$ cat src/rtl/mod_div_if.sv
// Request/result bundle between NREQ requesters and the shared modulo/divide scheduler.
// Operands are packed per requester: requester i at [i*WIDTH +: WIDTH].
interface mod_div_if #(
    parameter int WIDTH = 32,
    parameter int NREQ  = 2
);
    localparam int IDW = $clog2(NREQ);

    logic [NREQ-1:0]       req;
    logic [NREQ*WIDTH-1:0] a_in;
    logic [NREQ*WIDTH-1:0] b_in;
    logic [NREQ-1:0]       grant;
    logic                  busy;
    logic                  result_valid;
    logic [IDW-1:0]        result_id;
    logic [WIDTH-1:0]      quotient;
    logic [WIDTH-1:0]      remainder;
    logic                  div_by_zero;

    // Requester side: presents requests and operands, consumes grant and results.
    modport master (
        output req, a_in, b_in,
        input  grant, busy, result_valid, result_id, quotient, remainder, div_by_zero
    );

    // Scheduler side.
    modport slave (
        input  req, a_in, b_in,
        output grant, busy, result_valid, result_id, quotient, remainder, div_by_zero
    );
endinterface

$ cat src/rtl/mod_div_scheduler.sv
// Round-robin scheduler sharing one repeated-subtraction divide/modulo engine
// between NREQ requesters. One operation in flight; results tagged with requester id.
module mod_div_scheduler #(
    parameter int WIDTH = 32,
    parameter int NREQ  = 2,
    localparam int IDW  = $clog2(NREQ)
) (
    input  logic     clk,
    input  logic     reset,
    mod_div_if.slave bus
);

    typedef enum logic [2:0] {IDLE, CHECK, COMP, SUB, DONE} state_t;

    state_t           state;
    logic [IDW-1:0]   rr_ptr;
    logic [WIDTH-1:0] a_reg;
    logic [WIDTH-1:0] b_reg;
    logic [WIDTH-1:0] r_reg;
    logic [WIDTH-1:0] q_reg;

    logic             found;
    logic [IDW-1:0]   winner;
    logic [IDW-1:0]   next_ptr;
    logic [WIDTH-1:0] sel_a;
    logic [WIDTH-1:0] sel_b;

    // Pick the first requesting index at or after rr_ptr, wrapping at NREQ-1.
    // The scan stops examining candidates once a winner is found, so later
    // (non-selected) request bits never influence the outcome.
    always_comb begin
        // NOTE: every combinational output gets a default first so no latch is inferred.
        found  = 1'b0;
        winner = '0;
        for (int i = 0; i < NREQ; i++) begin
            int idx;
            idx = int'(rr_ptr) + i;
            if (idx >= NREQ) idx = idx - NREQ;
            if (!found && bus.req[idx]) begin
                found  = 1'b1;
                winner = IDW'(idx);
            end
        end
    end

    // Winner's operands and the pointer position just past the winner.
    always_comb begin
        sel_a    = bus.a_in[int'(winner)*WIDTH +: WIDTH];
        sel_b    = bus.b_in[int'(winner)*WIDTH +: WIDTH];
        next_ptr = (int'(winner) == NREQ - 1) ? '0 : winner + 1'b1;
    end

    // Sequencer: arbitration, operand capture, check/compare/subtract loop, result return.
    always_ff @(posedge clk or posedge reset) begin
        // NOTE: the engine registers are small and feed the outputs, so they are reset
        // along with the control state; an aborted operation leaves nothing stale behind.
        if (reset) begin
            state            <= IDLE;
            rr_ptr           <= '0;
            a_reg            <= '0;
            b_reg            <= '0;
            r_reg            <= '0;
            q_reg            <= '0;
            bus.grant        <= '0;
            bus.busy         <= 1'b0;
            bus.result_valid <= 1'b0;
            bus.result_id    <= '0;
            bus.quotient     <= '0;
            bus.remainder    <= '0;
            bus.div_by_zero  <= 1'b0;
        end else begin
            // NOTE: non-blocking assignments throughout, so every branch reads the
            // pre-edge register values regardless of statement order.
            bus.grant        <= '0;
            bus.result_valid <= 1'b0;
            case (state)
                IDLE: begin
                    if (found) begin
                        a_reg         <= sel_a;
                        b_reg         <= sel_b;
                        r_reg         <= sel_a;
                        q_reg         <= '0;
                        bus.grant     <= NREQ'(1) << winner;
                        bus.result_id <= winner;
                        rr_ptr        <= next_ptr;
                        bus.busy      <= 1'b1;
                        state         <= CHECK;
                    end
                end
                CHECK: begin
                    if (b_reg == '0) begin
                        bus.quotient     <= '0;
                        bus.remainder    <= a_reg;
                        bus.div_by_zero  <= 1'b1;
                        bus.result_valid <= 1'b1;
                        state            <= DONE;
                    end else begin
                        state <= COMP;
                    end
                end
                COMP: begin
                    if (r_reg < b_reg) begin
                        bus.quotient     <= q_reg;
                        bus.remainder    <= r_reg;
                        bus.div_by_zero  <= 1'b0;
                        bus.result_valid <= 1'b1;
                        state            <= DONE;
                    end else begin
                        state <= SUB;
                    end
                end
                SUB: begin
                    r_reg <= r_reg - b_reg;
                    q_reg <= q_reg + 1'b1;
                    state <= COMP;
                end
                DONE: begin
                    bus.busy <= 1'b0;
                    state    <= IDLE;
                end
                default: begin
                    bus.busy <= 1'b0;
                    state    <= IDLE;
                end
            endcase
        end
    end

endmodule
$ cat src/flat_wrapper.sv
// flat-port wrapper written by rule: the top's interface ports become plain ports
module mod_div_scheduler_flat 
#(
    parameter int WIDTH = 32,
    parameter int NREQ  = 2,
    localparam int IDW  = $clog2(NREQ)
)
  (clk, reset, bus_req, bus_a_in, bus_b_in, bus_grant, bus_busy, bus_result_valid, bus_result_id, bus_quotient, bus_remainder, bus_div_by_zero);
  mod_div_if #(.WIDTH(WIDTH), .NREQ(NREQ)) bus_i ();
  input  logic clk;
  input  logic reset;
  input wire logic [$bits(bus_i.req)-1:0] bus_req;
  input wire logic [$bits(bus_i.a_in)-1:0] bus_a_in;
  input wire logic [$bits(bus_i.b_in)-1:0] bus_b_in;
  output wire logic [$bits(bus_i.grant)-1:0] bus_grant;
  output wire logic [$bits(bus_i.busy)-1:0] bus_busy;
  output wire logic [$bits(bus_i.result_valid)-1:0] bus_result_valid;
  output wire logic [$bits(bus_i.result_id)-1:0] bus_result_id;
  output wire logic [$bits(bus_i.quotient)-1:0] bus_quotient;
  output wire logic [$bits(bus_i.remainder)-1:0] bus_remainder;
  output wire logic [$bits(bus_i.div_by_zero)-1:0] bus_div_by_zero;
  assign bus_i.req = bus_req;
  assign bus_i.a_in = bus_a_in;
  assign bus_i.b_in = bus_b_in;
  assign bus_grant = bus_i.grant;
  assign bus_busy = bus_i.busy;
  assign bus_result_valid = bus_i.result_valid;
  assign bus_result_id = bus_i.result_id;
  assign bus_quotient = bus_i.quotient;
  assign bus_remainder = bus_i.remainder;
  assign bus_div_by_zero = bus_i.div_by_zero;
  mod_div_scheduler #(.WIDTH(WIDTH), .NREQ(NREQ)) u_core (.clk(clk), .reset(reset), .bus(bus_i));
endmodule
$ cat config.mk
export PLATFORM = sky130hd
export DESIGN_NAME = mod_div_scheduler_flat
export DESIGN_NICKNAME = d
export VERILOG_FILES = /design/src/rtl/mod_div_if.sv /design/src/rtl/mod_div_scheduler.sv /design/src/flat_wrapper.sv
export SDC_FILE = /design/constraint.sdc
export NUM_CORES = 1
export LEC_CHECK = 0
export BUFFER_PORTS_ARGS = -buffer_cell sky130_fd_sc_hd__buf_4
export CORE_MARGIN = 3
export CORE_UTILIZATION = 43
export CTS_CLUSTER_SIZE = 24
export DETAILED_ROUTE_END_ITERATION = 8
export MAX_ROUTING_LAYER = met4
export SETUP_SLACK_MARGIN = 0.5
export SYNTH_ARGS = -nofsm -noshare
export SYNTH_HDL_FRONTEND = slang
export SYNTH_SLANG_ARGS = --single-unit
$ cat constraint.sdc
create_clock -name clk -period 7.6 [get_ports clk]
set_input_delay 1.52 -clock clk [delete_from_list [all_inputs] [get_ports clk]]
set_output_delay 1.52 -clock clk [all_outputs]
set_load 0.02 [all_outputs]
; ---- Word-level counts from Yosys, hierarchy flattened
; Index checks and enable logic that the tools add are counted.
[word_totals]
out_inout_bits = 70
wordCells = 82
register_bits = 202
[op_classes]
addsub = 6
order_cmp = 5
muxes = 37
n_bitwise = 1
eq_ne = 6
shifts = 3
reduce_logical = 11
[op_table]
columns = operator, n
row1 = 2-to-1 mux 32 bit, 8
row2 = one-hot mux 32 bit (2 select lines), 4
row3 = variable part select 64 x 7 -> 32 bit, 2
row4 = less-than comparator 32 x 3 -> 1 bit (second input constant), 2
row5 = adder 32 x 1 -> 32 bit (second input constant), 1
row6 = >= comparator 32 x 3 -> 1 bit (second input constant), 1
row7 = zero test 32 bit, 1
row8 = less-than comparator 32 bit, 1
row9 = subtractor 32 x 3 -> 32 bit (second input constant), 1
row10 = subtractor 32 bit, 1
row11 = 2-to-1 mux 1 bit, 16
row12 = one-hot mux 3 bit (4 select lines), 1
row13 = 2-to-1 mux 3 bit, 3
row14 = equality test 3 x 2 -> 1 bit (second input constant), 2
row15 = inequality test 2 x 1 -> 1 bit (second input constant), 3
row16 = one-hot mux 1 bit (2 select lines), 3
row17 = AND reduction 2 bit, 3
row18 = 2-to-1 mux 2 bit, 2
row19 = nonzero test 2 bit, 2
row20 = equality test 3 x 1 -> 1 bit (second input constant), 1
row21 = zero test 3 bit, 1
row22 = AND reduction 3 bit, 1
row23 = OR reduction 3 bit, 1
row24 = subtractor 1 x 2 -> 3 bit (second input constant), 1
row25 = 7 further kinds, 7

; ---- Logic depth before layout (Yosys ltp)
; Gate-level depths: netlist of run 1.
[depth]
ltp_word = 12
mapped_depth = 15
depth_no_buf = 12

; ---- Worst setup path before layout of run 1
; OpenSTA, ideal clock, no wires.
[synth_path]
path_kind = register -> register
start = register u_core.r_reg[0]
end = register u_core.bus.remainder[0]
path_slack_ns = 4.357
path_buffers = 3
required_ns = 7.472
path_stages_with_launch = 16
arrival_ns = 3.116
cell_sequence = dfrtp_1 > inv_1 > ha_1 > fa_1 > nand2b_1 > a21oi_2 > o2111ai_1 > a21oi_2 > a31oi_1 > o31a_1 > o211a_1 > buf_6 > nor2_8 > buf_6 > buf_12 > mux2_1
[synth_via]
elab_chain_len = 3
word_cells_on_any_way = 5
[synth_lines]
columns = element, line
row1 = start: declaration, mod_div_scheduler.sv:19  ; logic [WIDTH-1:0] r_reg;
row2 = start signal: assignment, mod_div_scheduler.sv:81  ; r_reg <= sel_a;
row3 = start signal: assignment, mod_div_scheduler.sv:113  ; r_reg <= r_reg - b_reg;
row4 = less-than comparator 32 bit, mod_div_scheduler.sv:102  ; if (r_reg < b_reg) begin
row5 = inequality test 2 x 1 -> 1 bit (no source line), n/a
row6 = AND reduction 3 bit (no source line), n/a
row7 = end signal: assignment, mod_div_scheduler.sv:93  ; bus.remainder <= a_reg;
row8 = end signal: assignment, mod_div_scheduler.sv:104  ; bus.remainder <= r_reg;
row9 = end: declaration, mod_div_if.sv:29  ; output grant, busy, result_valid, result_id, quotient, remainder, div_by_zero
; Several ways; a longest one is shown, not always the timed one. The select of a mux whose other input is x is not followed.
; A chain may end at the register's enable or synchronous reset.

; ---- Worst setup path in the final report of run 1
[layout_path]
start = register u_core.r_reg[0]
end = register u_core.bus.remainder[27]
[layout_via]
elab_chain_len = 3
[layout_lines]
columns = element, line
row1 = less-than comparator 32 bit, mod_div_scheduler.sv:102
row2 = inequality test 2 x 1 -> 1 bit (no source line), n/a
row3 = AND reduction 3 bit (no source line), n/a
; No other way between the ends.

==> flow_summary.yaml, run 1 <==
run_status:
  status: "finished clean"
final_layout:
  fin_cells: 1546
  syn_to_final_growth_pct: 23.6
  mostFrequentLayoutCells: "buf_4, dfrtp_1, nand2_1"
  n_antenna_cell: 0
  final_nets: 1378
  finalInstanceArea_um2: 13000
  final_layout_size_suffix_gt1_frac: 0.258
  final_common_cell: "buf_4"
route:
  num_vias: 8540
  wl_per_cell_um: 17.9
  antenna_left: 0
  viasPerCell: 5.52
  wl_um: 27700
  drt-initial-drc-count: 624
  drc: 0
  dr.pass1.iters: 5
placed_design:
  gp_congestion: 0.891
  numPortBuffers: 201
  dpl_cell_area_um2: 12300
  hpwl_um: 19200
  dp.cells: 1507
  pre_cts_ws_ns: 3.28
floorplan:
  dieArea_um2: 26400
  ios: 202
  die_w_um: 162
  num_rows: 56
  start_util: 0.443
  core_area_um2: 23800
  die_h_um: 162
power:
  leakagePower_nw: 6.19
  powerDensity_nw_per_um2: 464
  ir_worst_vdd_mv: 0.237
synth:
  synth_cell_type_count: 58
  synth_compound_area_frac: 0.230
  syn_inst: 1043
  yosys.area_share.simple: 0.103
  ys.flop_type: "dfrtp_1"
  synth_nets: 1209
  netlist_area_um2: 10500
  yosysWarnings: 0
  muxShareOfSynthArea: 0.0761
  ys_seq_area_frac: 0.481
  synthArstFlopShare: 1.00
  synth_xor_area_frac: 0.0225
  avgSynthCellArea_um2: 10.1
  ys_ff_latch: 202
  synth_top_family_by_area: "compound AO/OA/AOI/OAI gates"
  synth_fa_ha_area_frac: 0.0412
  synth_enable_flop_cells: 0
clock_network:
  insertion_delay_ns: 0.51
  cts_buffers: 22
  clock_tree.buffer_depth: 3
  cts_tree: "built"
  cts.root.buffer_cell: "clkbuf_16"
  cts_resized: 0
  hold_buffers: 0
  cts_sinks: 202
  htree_levels: 1
  cts_setup_buffers: 0
  cts.reportedPaths.clkPinSlew_ns: 0.06
worst_setup_path:
  crit_path_end_kind: "flip-flop"
  slowest_delay_ns: 0.82
  critPathArrivalTime_ns: 4.66
  cp-start-kind: "flip-flop"
  cpMaxStageDelayCell: "nor2_8"
  critPathTopFamily: "compound AO/OA/AOI/OAI gates"
  cp_common_cell: "a21oi_2"
  crit_buf_inv: 2
  path_max_fanout: 66
  worstSetupPathType: "reg2reg"
  path_cells: "inv_1, ha_1, fa_1, nand2b_1, a21oi_2, o2111ai_1, a21oi_2, a31oi_1, o31a_1, o211a_1, buf_4, nor2_8, mux2_2"
  required_ns: 7.98
timing:
  grt_setup_unrepaired: "no"
  setup_violations: 0
  worst_slack_ns: 3.32
  hold_viol_final: 0
  max_slew.worst_pin.slew_ns: 1.13
  skew_ns: 0.0149
  timing.fmax_mhz: 234
  finalCritPeriodShare: 0.563
  slew_violations: 0
  relSlewSlack: 0.248
  setup_tns_ns: 0
  fin_crit_ns: 4.28
global_routing:
  antenna_found_initial: 0
  grt_max_degree: 129
  overflow: 0
  grtUsageTotal: 0.214
  grt_pass1_vias: 8427
  grt_pass1_wl_um: 44300
worst_hold_path:
  hold_class: "reg2reg"
flow_run:
  cap_violations: 0
==> worst register-to-register path: cells and delay by family, from the launching register on <==
kind	cells	cell delay [ns]
AOI/OAI and AO/OA	6	1.36
adders and majority gates	2	0.63
buffers and inverters	2	0.30
DFF	1	0.37
muxes	1	0.46
and+or+nand+nor	2	1.03
==> stage by stage <==
step | hold slack, ns | power [W] | util
floorplan | 0.435 | 0.00408 | -
CTS | 0.467 | 0.00608 | 0.548
global placement | 0.447 | 0.00493 | 0.516
global route | 0.493 | 0.00651 | 0.548
detailed placement | 0.453 | 0.00496 | 0.516
finish | 0.462 | 0.00603 | 0.548
==> layout make-up <==
class                           count  area [µm²]
Sequential cell                   202        5050
Multi-Input combinational cell    723        5020
Tap cell                          319         399
Clock inverter                      3        46.3
Inverter                           51         199
Fill cell                        2110       10700
Timing Repair Buffer              212        1590
Clock buffer                       36         694
==> metal layers <==
| metal | wire length [µm] | global-route usage |
|---|---|---|
| met1 | 13300 | 0.305 |
| met2 | 12500 | 0.328 |
| met3 | 1480 | 0.0303 |
| met4 | 465 | 0.0473 |
| met5 | 0 | - |
==> power by group <==
part	leakage [nW]	switching (W)	internal, W
clock	0.359	0.000422	0.000656
combinational	3.24	0.00184	0.00137
sequential	2.59	0.000281	0.00146
total	6.19	0.00254	0.00349
==> cell usage after synthesis (5+ instances only) <==
| master | number | share of area |
|---|---|---|
| and3_1 | 9 | 0.0054 |
| nor3_1 | 7 | 0.0033 |
| a21oi_1 | 55 | 0.026 |
| and2_1 | 6 | 0.0036 |
| a22o_1 | 42 | 0.035 |
| xnor2_1 | 15 | 0.012 |
| buf_4 | 5 | 0.0036 |
| a211oi_1 | 11 | 0.0079 |
| ha_1 | 33 | 0.039 |
| clkbuf_1 | 54 | 0.019 |
| xor2_1 | 12 | 0.010 |
| a22oi_1 | 56 | 0.040 |
| nor4_1 | 7 | 0.0042 |
| a222oi_1 | 8 | 0.0076 |
| o31ai_1 | 12 | 0.0086 |
| buf_1 | 5 | 0.0018 |
| nand2_1 | 102 | 0.036 |
| o21ai_0 | 97 | 0.046 |
| dfrtp_1 | 202 | 0.48 |
| mux2i_1 | 8 | 0.0076 |
| nand3_1 | 31 | 0.015 |
| o211ai_1 | 15 | 0.011 |
| nand2b_1 | 5 | 0.0030 |
| mux2_2 | 58 | 0.062 |
| o21a_1 | 6 | 0.0043 |
| a31oi_1 | 7 | 0.0042 |
| a21o_1 | 25 | 0.018 |
| mux2_1 | 6 | 0.0064 |
| nor2b_1 | 10 | 0.0059 |
| inv_1 | 51 | 0.018 |
| nor2_1 | 30 | 0.011 |
| nand4_1 | 12 | 0.0071 |
==> kinds of logic (layout without fill, tap and decap cells) <==
family / count (synthesis) / count (layout)
XOR/XNOR: 27 / 27
buffers and inverters: 118 / 302
AND/OR/NAND/NOR: 230 / 230
flip-flops: 202 / 202
adder cells (fa/ha/maj): 34 / 34
multiplexers: 72 / 72
AO/OA/AOI/OAI: 360 / 360
==> final timing paths <==
check                                 start                        to  slack [ns]  depth (start not counted)
max                         u_core.r_reg[0]  u_core.bus.remainder[27]        3.32                         13
min                        u_core.a_reg[27]          u_core.a_reg[27]        0.46                          2
max reg2reg                 u_core.r_reg[0]  u_core.bus.remainder[27]        3.32                         13
min reg2reg                u_core.a_reg[27]          u_core.a_reg[27]        0.46                          2
max in group asynchronous             reset  u_core.bus.remainder[17]        4.86                          3
min in group asynchronous             reset    u_core.bus.quotient[5]        1.19                          2
Note: power is estimated with default switching activity, not from simulation.
==> run 2, diff against run 1 <==
--- a/config.mk
+++ b/config.mk
@@ -11,6 +11,7 @@
 export CTS_CLUSTER_SIZE = 24
 export DETAILED_ROUTE_END_ITERATION = 8
 export MAX_ROUTING_LAYER = met4
+export PLACE_DENSITY = 0.67
 export SETUP_SLACK_MARGIN = 0.5
 export SYNTH_ARGS = -nofsm -noshare
 export SYNTH_HDL_FRONTEND = slang
==> constraint.sdc (replaced) <==
create_clock -name clk -period 3.6 [get_ports clk]
set_input_delay 0.72 -clock clk [delete_from_list [all_inputs] [get_ports clk]]
set_output_delay 0.72 -clock clk [all_outputs]
set_load 0.02 [all_outputs]
==> run 2 against run 1 <==
Sequential power up 110%; critical endpoint is now u_core.bus.remainder[16]; highest routed layer unchanged; sequential share of layout area shrank 0.30 points; critical path depth did not move; critical path type unchanged; largest power group unchanged.
==> flow_summary.yaml, run 2 (synthesis results as in run 1) <==
floorplan:
  die_h_um: 162
  dieArea_um2: 26400
  die_w_um: 162
  start_util: 0.443
  num_rows: 56
  core_area_um2: 23800
  ios: 202
clock_network:
  htree_levels: 1
  cts_buffers: 22
  cts.reportedPaths.clkPinSlew_ns: 0.06
  cts_tree: "built"
  cts.root.buffer_cell: "clkbuf_16"
  cts_sinks: 202
  insertion_delay_ns: 0.50
  clock_tree.buffer_depth: 3
route:
  dr.pass1.iters: 7
  drt-initial-drc-count: 479
  wl_um: 28200
  viasPerCell: 5.60
  wl_per_cell_um: 18.1
  drc: 0
  antenna_left: 0
  num_vias: 8709
worst_setup_path:
  cp-startpoint: "u_core.r_reg[0]"
  crit_path_end_kind: "flip-flop"
  cpMaxStageDelayCell: "dfrtp_1"
  critPathArrivalTime_ns: 3.55
  critPathTopFamily: "compound AO/OA/AOI/OAI gates"
  reg2reg_depth: 13
  rrSetupSlack_ns: 0.43
  timing.rr.end: "u_core.bus.remainder[16]"
  crit_buf_inv: 2
  worstSetupPathType: "reg2reg"
  required_ns: 3.98
  slowest_delay_ns: 0.36
  cp-start-kind: "flip-flop"
  path_max_fanout: 15
  reg2reg_from: "u_core.r_reg[0]"
  path_cells: "inv_1, ha_2, fa_2, nand2b_4, a21oi_4, o2111ai_2, a21oi_2, a31oi_2, o31a_1, o211a_4, nor2_8, buf_12, mux2_2"
timing:
  fin_crit_ns: 3.17
  max_slew.worst_pin.slew_ns: 1.15
  relSlewSlack: 0.230
  grt_setup_unrepaired: "yes"
  skew_ns: 0.0137
  slew_violations: 0
  finalCritPeriodShare: 0.880
  setup_violations: 0
  timing.fmax_mhz: 316
  hold_viol_final: 0
  worst_hold_slack_ns: 0.198
  worst_slack_ns: 0.431
  setup_tns_ns: 0
power:
  powerDensity_nw_per_um2: 980
  total_power_w: 0.0128
  ir_worst_vdd_mv: 0.515
  leakagePower_nw: 6.23
final_layout:
  final_common_cell: "buf_4"
  mostFrequentLayoutCells: "buf_4, dfrtp_1, nand2_1"
  final_layout_size_suffix_gt1_frac: 0.270
  syn_to_final_growth_pct: 24.6
  fin_util: 0.552
  final_nets: 1392
  n_antenna_cell: 0
global_routing:
  grt_pass1_vias: 8709
  grtUsageTotal: 0.217
  grt_max_degree: 119
  overflow: 0
  antenna_found_initial: 0
  grt_pass1_wl_um: 45600
placed_design:
  numPortBuffers: 201
  hpwl_um: 20100
  pre_cts_ws_ns: 0.258
  gp_congestion: 0.897
flow_run:
  cap_violations: 0
run_status:
  status: "finished clean"
worst_hold_path:
  hold_class: "in2async"
==> run 2: cell types whose count changed in the layout (fill, tap and decap cells not counted), sizes merged <==
cell    before  now
buf        212  226
clkbuf      36   30
clkinv       1    3
bufinv       1    0
inv         51   50
==> run 2: worst reg2reg max path, stage by stage (launching register included) <==
cell       delay, ns
dfrtp_1         0.36
inv_1           0.05
ha_2            0.19
fa_2            0.35
nand2b_4        0.16
a21oi_4         0.17
o2111ai_2       0.14
a21oi_2         0.19
a31oi_2         0.15
o31a_1          0.30
o211a_4         0.27
nor2_8          0.18
buf_12          0.18
mux2_2          0.35
==> run 2: how the worst max path moves through the flow <==
| stage | depth (start not counted) | to |
|---|---|---|
| 2_1_floorplan | 1 | u_core.a_reg[0] |
| 3_3_place_gp | 13 | u_core.bus.remainder[18] |
| 3_5_place_dp | 13 | u_core.bus.remainder[16] |
| 4_1_cts | 13 | u_core.bus.remainder[16] |
| 5_1_grt | 13 | u_core.bus.remainder[10] |
| 6_report | 13 | u_core.bus.remainder[16] |
==> run 2: power by group <==
| group | switching, W | internal [W] |
|---|---|---|
| Sequential | 0.000608 | 0.00309 |
| Clock | 0.000853 | 0.00117 |
| Combinational | 0.00398 | 0.00314 |
==> run 2: per-layer routing <==
metal / vias up / global-route usage / wire [µm]
li1: 4186 / - / -
met2: 240 / 0.346 / 13100
met1: 4249 / 0.298 / 12800
met4: 0 / 0.0454 / 653
met5: - / - / 0
met3: 34 / 0.0328 / 1560
==> run 2: metrics by stage <==
stage,instances,instance area [µm²]
finish,1554,13100
global route,1554,13100
CTS,1553,13100
detailed placement,1517,12400
global placement,1517,12400
floorplan,1043,10500
==> run 2: final cells by class <==
class / instances / area (µm²)
fillers: 2159 / 10600
multi-input cells: 723 / 5060
flip-flops and latches: 202 / 5050
repair buffers: 226 / 1770
clock buffers: 30 / 612
well taps: 319 / 399
inverters: 51 / 195
clock inverters: 3 / 15.0
==> run 2: repair_timing <==
item                       4_1_cts  5_1_grt
setup endpoints to repair       65       72
hold buffers                     0        0
resized for setup                5        6
setup buffers                    3        1
pin swaps                        2        0
==> run 3, diff against run 2 <==
--- a/config.mk
+++ b/config.mk
@@ -12,7 +12,7 @@
 export DETAILED_ROUTE_END_ITERATION = 8
 export MAX_ROUTING_LAYER = met4
 export PLACE_DENSITY = 0.67
-export SETUP_SLACK_MARGIN = 0.5
+export SETUP_SLACK_MARGIN = 0.02
 export SYNTH_ARGS = -nofsm -noshare
 export SYNTH_HDL_FRONTEND = slang
 export SYNTH_SLANG_ARGS = --single-unit
==> run 3 against run 2 <==
Fmax decreased by 8.0%; critical path depth unchanged; clock skew increased by 0.0061 ns; global-route usage about the same; critical endpoint is now u_core.bus.remainder[29]; sequential power about the same; largest cell class is now registers; via count increased by 0.77%; register-to-register slack got worse by 0.28 ns; total power increased by 2.1%.
==> flow_summary.yaml, run 3 (synthesis results as in run 1) <==
worst_setup_path:
  required_ns: 3.99
  critPathArrivalTime_ns: 3.83
  reg2reg_from: "u_core.r_reg[0]"
  critPathCapture: "u_core.bus.remainder[29]"
  worstSetupPathType: "reg2reg"
  timing.rr.end: "u_core.bus.remainder[29]"
  path_max_fanout: 14
  rrSetupSlack_ns: 0.16
  reg2reg_depth: 13
  crit_path_end_kind: "flip-flop"
  cp-start-kind: "flip-flop"
  cp-startpoint: "u_core.r_reg[0]"
global_routing:
  grt_pass1_wl_um: 45500
  grt_max_degree: 80
  antenna_found_initial: 0
  grtUsageTotal: 0.217
  grt_pass1_vias: 8763
  overflow: 0
power:
  power_frac_comb: 0.532
  swShare: 0.418
  p_switching_w: 0.00547
  powerDensity_nw_per_um2: 989
  ir_worst_vdd_mv: 0.434
  power_frac_clock: 0.186
  seq_power_share: 0.282
  leakagePower_nw: 6.31
  cellInternalPower_w: 0.00763
placed_design:
  gp_congestion: 0.897
  dp.cells: 1519
  pre_cts_ws_ns: 0.107
  hpwl_um: 20000
  numPortBuffers: 201
clock_network:
  cts_sinks: 202
  cts_tree: "built"
  cts.root.buffer_cell: "clkbuf_16"
  insertion_delay_ns: 0.52
  cts_setup_buffers: 0
  clock_tree.buffer_depth: 3
  htree_levels: 1
  cts.reportedPaths.clkPinSlew_ns: 0.06
  cts_buffers: 24
final_layout:
  n_antenna_cell: 0
  fin_cells: 1563
  syn_to_final_growth_pct: 25.9
  final_common_cell: "buf_4"
  final_nets: 1393
  mostFrequentLayoutCells: "buf_4, dfrtp_1, nand2_1"
  final_layout_size_suffix_gt1_frac: 0.268
  fin_util: 0.558
  nFillCells: 2111
route:
  dr.pass1.iters: 7
  drc: 0
  drt-initial-drc-count: 703
  wl_per_cell_um: 18.1
  viasPerCell: 5.61
  wl_um: 28300
  num_vias: 8776
  antenna_left: 0
flow_run:
  cap_violations: 0
timing:
  setup_violations: 0
  timing.fmax_mhz: 290
  relSlewSlack: 0.421
  max_slew.worst_pin.slew_ns: 0.868
  finalCritPeriodShare: 0.957
  worst_hold_slack_ns: 0.280
  hold_viol_final: 0
  setup_tns_ns: 0
  fin_crit_ns: 3.44
  worst_slack_ns: 0.155
  grt_setup_unrepaired: "no"
  skew_ns: 0.0198
  slew_violations: 0
floorplan:
  dieArea_um2: 26400
  die_w_um: 162
  ios: 202
  die_h_um: 162
  core_area_um2: 23800
  num_rows: 56
  start_util: 0.443
worst_hold_path:
  hold_class: "in2async"
run_status:
  status: "finished clean"
run 3: cell count changes in the layout (fill, tap and decap cells not counted), moves of 2 or more:
| cell | change |
|---|---|
| clkbuf_8 | +2 |
| buf_4 | -2 |
| o21ai_1 | -2 |
| clkbuf_1 | +2 |
| o21ai_0 | +2 |
| bufinv_16 | +3 |
| clkbuf_16 | +2 |
run 3: metrics by stage:
step	instance area, µm²	power [W]
floorplan	10500	0.00862
global placement	12400	0.0104
detailed placement	12400	0.0106
CTS	13200	0.0131
global route	13200	0.0141
finish	13200	0.0131
run 3: final cells by class:
cell class | count | area (µm²) | share of cell area
multi-input cells | 723 | 5030 | 0.380
inverters | 51 | 195 | 0.0147
flip-flops and latches | 202 | 5050 | 0.382
clock inverters | 8 | 126 | 0.00954
clock buffers | 35 | 672 | 0.0507
repair buffers | 225 | 1770 | 0.134
well taps | 319 | 399 | 0.0301
run 3: worst min path at each step:
stage | to | startpoint | depth (start not counted) | slack [ns]
CTS | u_core.bus.quotient[3] | reset | 2 | 0.28
global route | u_core.q_reg[10] | reset | 2 | 0.31
global placement | u_core.a_reg[27] | u_core.a_reg[27] | 2 | 0.45
finish | u_core.bus.quotient[10] | reset | 2 | 0.28
floorplan | u_core.a_reg[20] | u_core.a_reg[20] | 2 | 0.43
detailed placement | u_core.a_reg[27] | u_core.a_reg[27] | 2 | 0.46
run 3: timing repair:
action	CTS	global route
gates resized for setup	0	6
endpoints found under the setup margin	0	59
hold buffers	0	0
run 3: metal layers:
layer	GRT usage	vias to the layer above	share of wire
li1	-	4208	-
met1	0.300	4271	0.45
met2	0.347	258	0.47
met3	0.0267	39	0.054
met4	0.0473	0	0.019
met5	-	-	0
run 3: power groups by stage:
stage / sequential [W] / clock, W / combinational (W)
floorplan: 0.00377 / 0 / 0.00485
global placement: 0.00369 / 0 / 0.00676
detailed placement: 0.00372 / 0 / 0.00685
CTS: 0.00369 / 0.00249 / 0.00691
global route: 0.00380 / 0.00258 / 0.00771
finish: 0.00369 / 0.00244 / 0.00698
run 3: critical path, cell delays in order (launching register included):
cell and delay (ns):
dfrtp_1 0.37, inv_1 0.06, ha_1 0.22, fa_1 0.40, nand2b_1 0.19, a21oi_2 0.18
o2111ai_1 0.19, a21oi_2 0.22, a31oi_2 0.15, o31a_1 0.36, o211a_4 0.27, nor2_8 0.15
buf_12 0.19, mux2_2 0.35
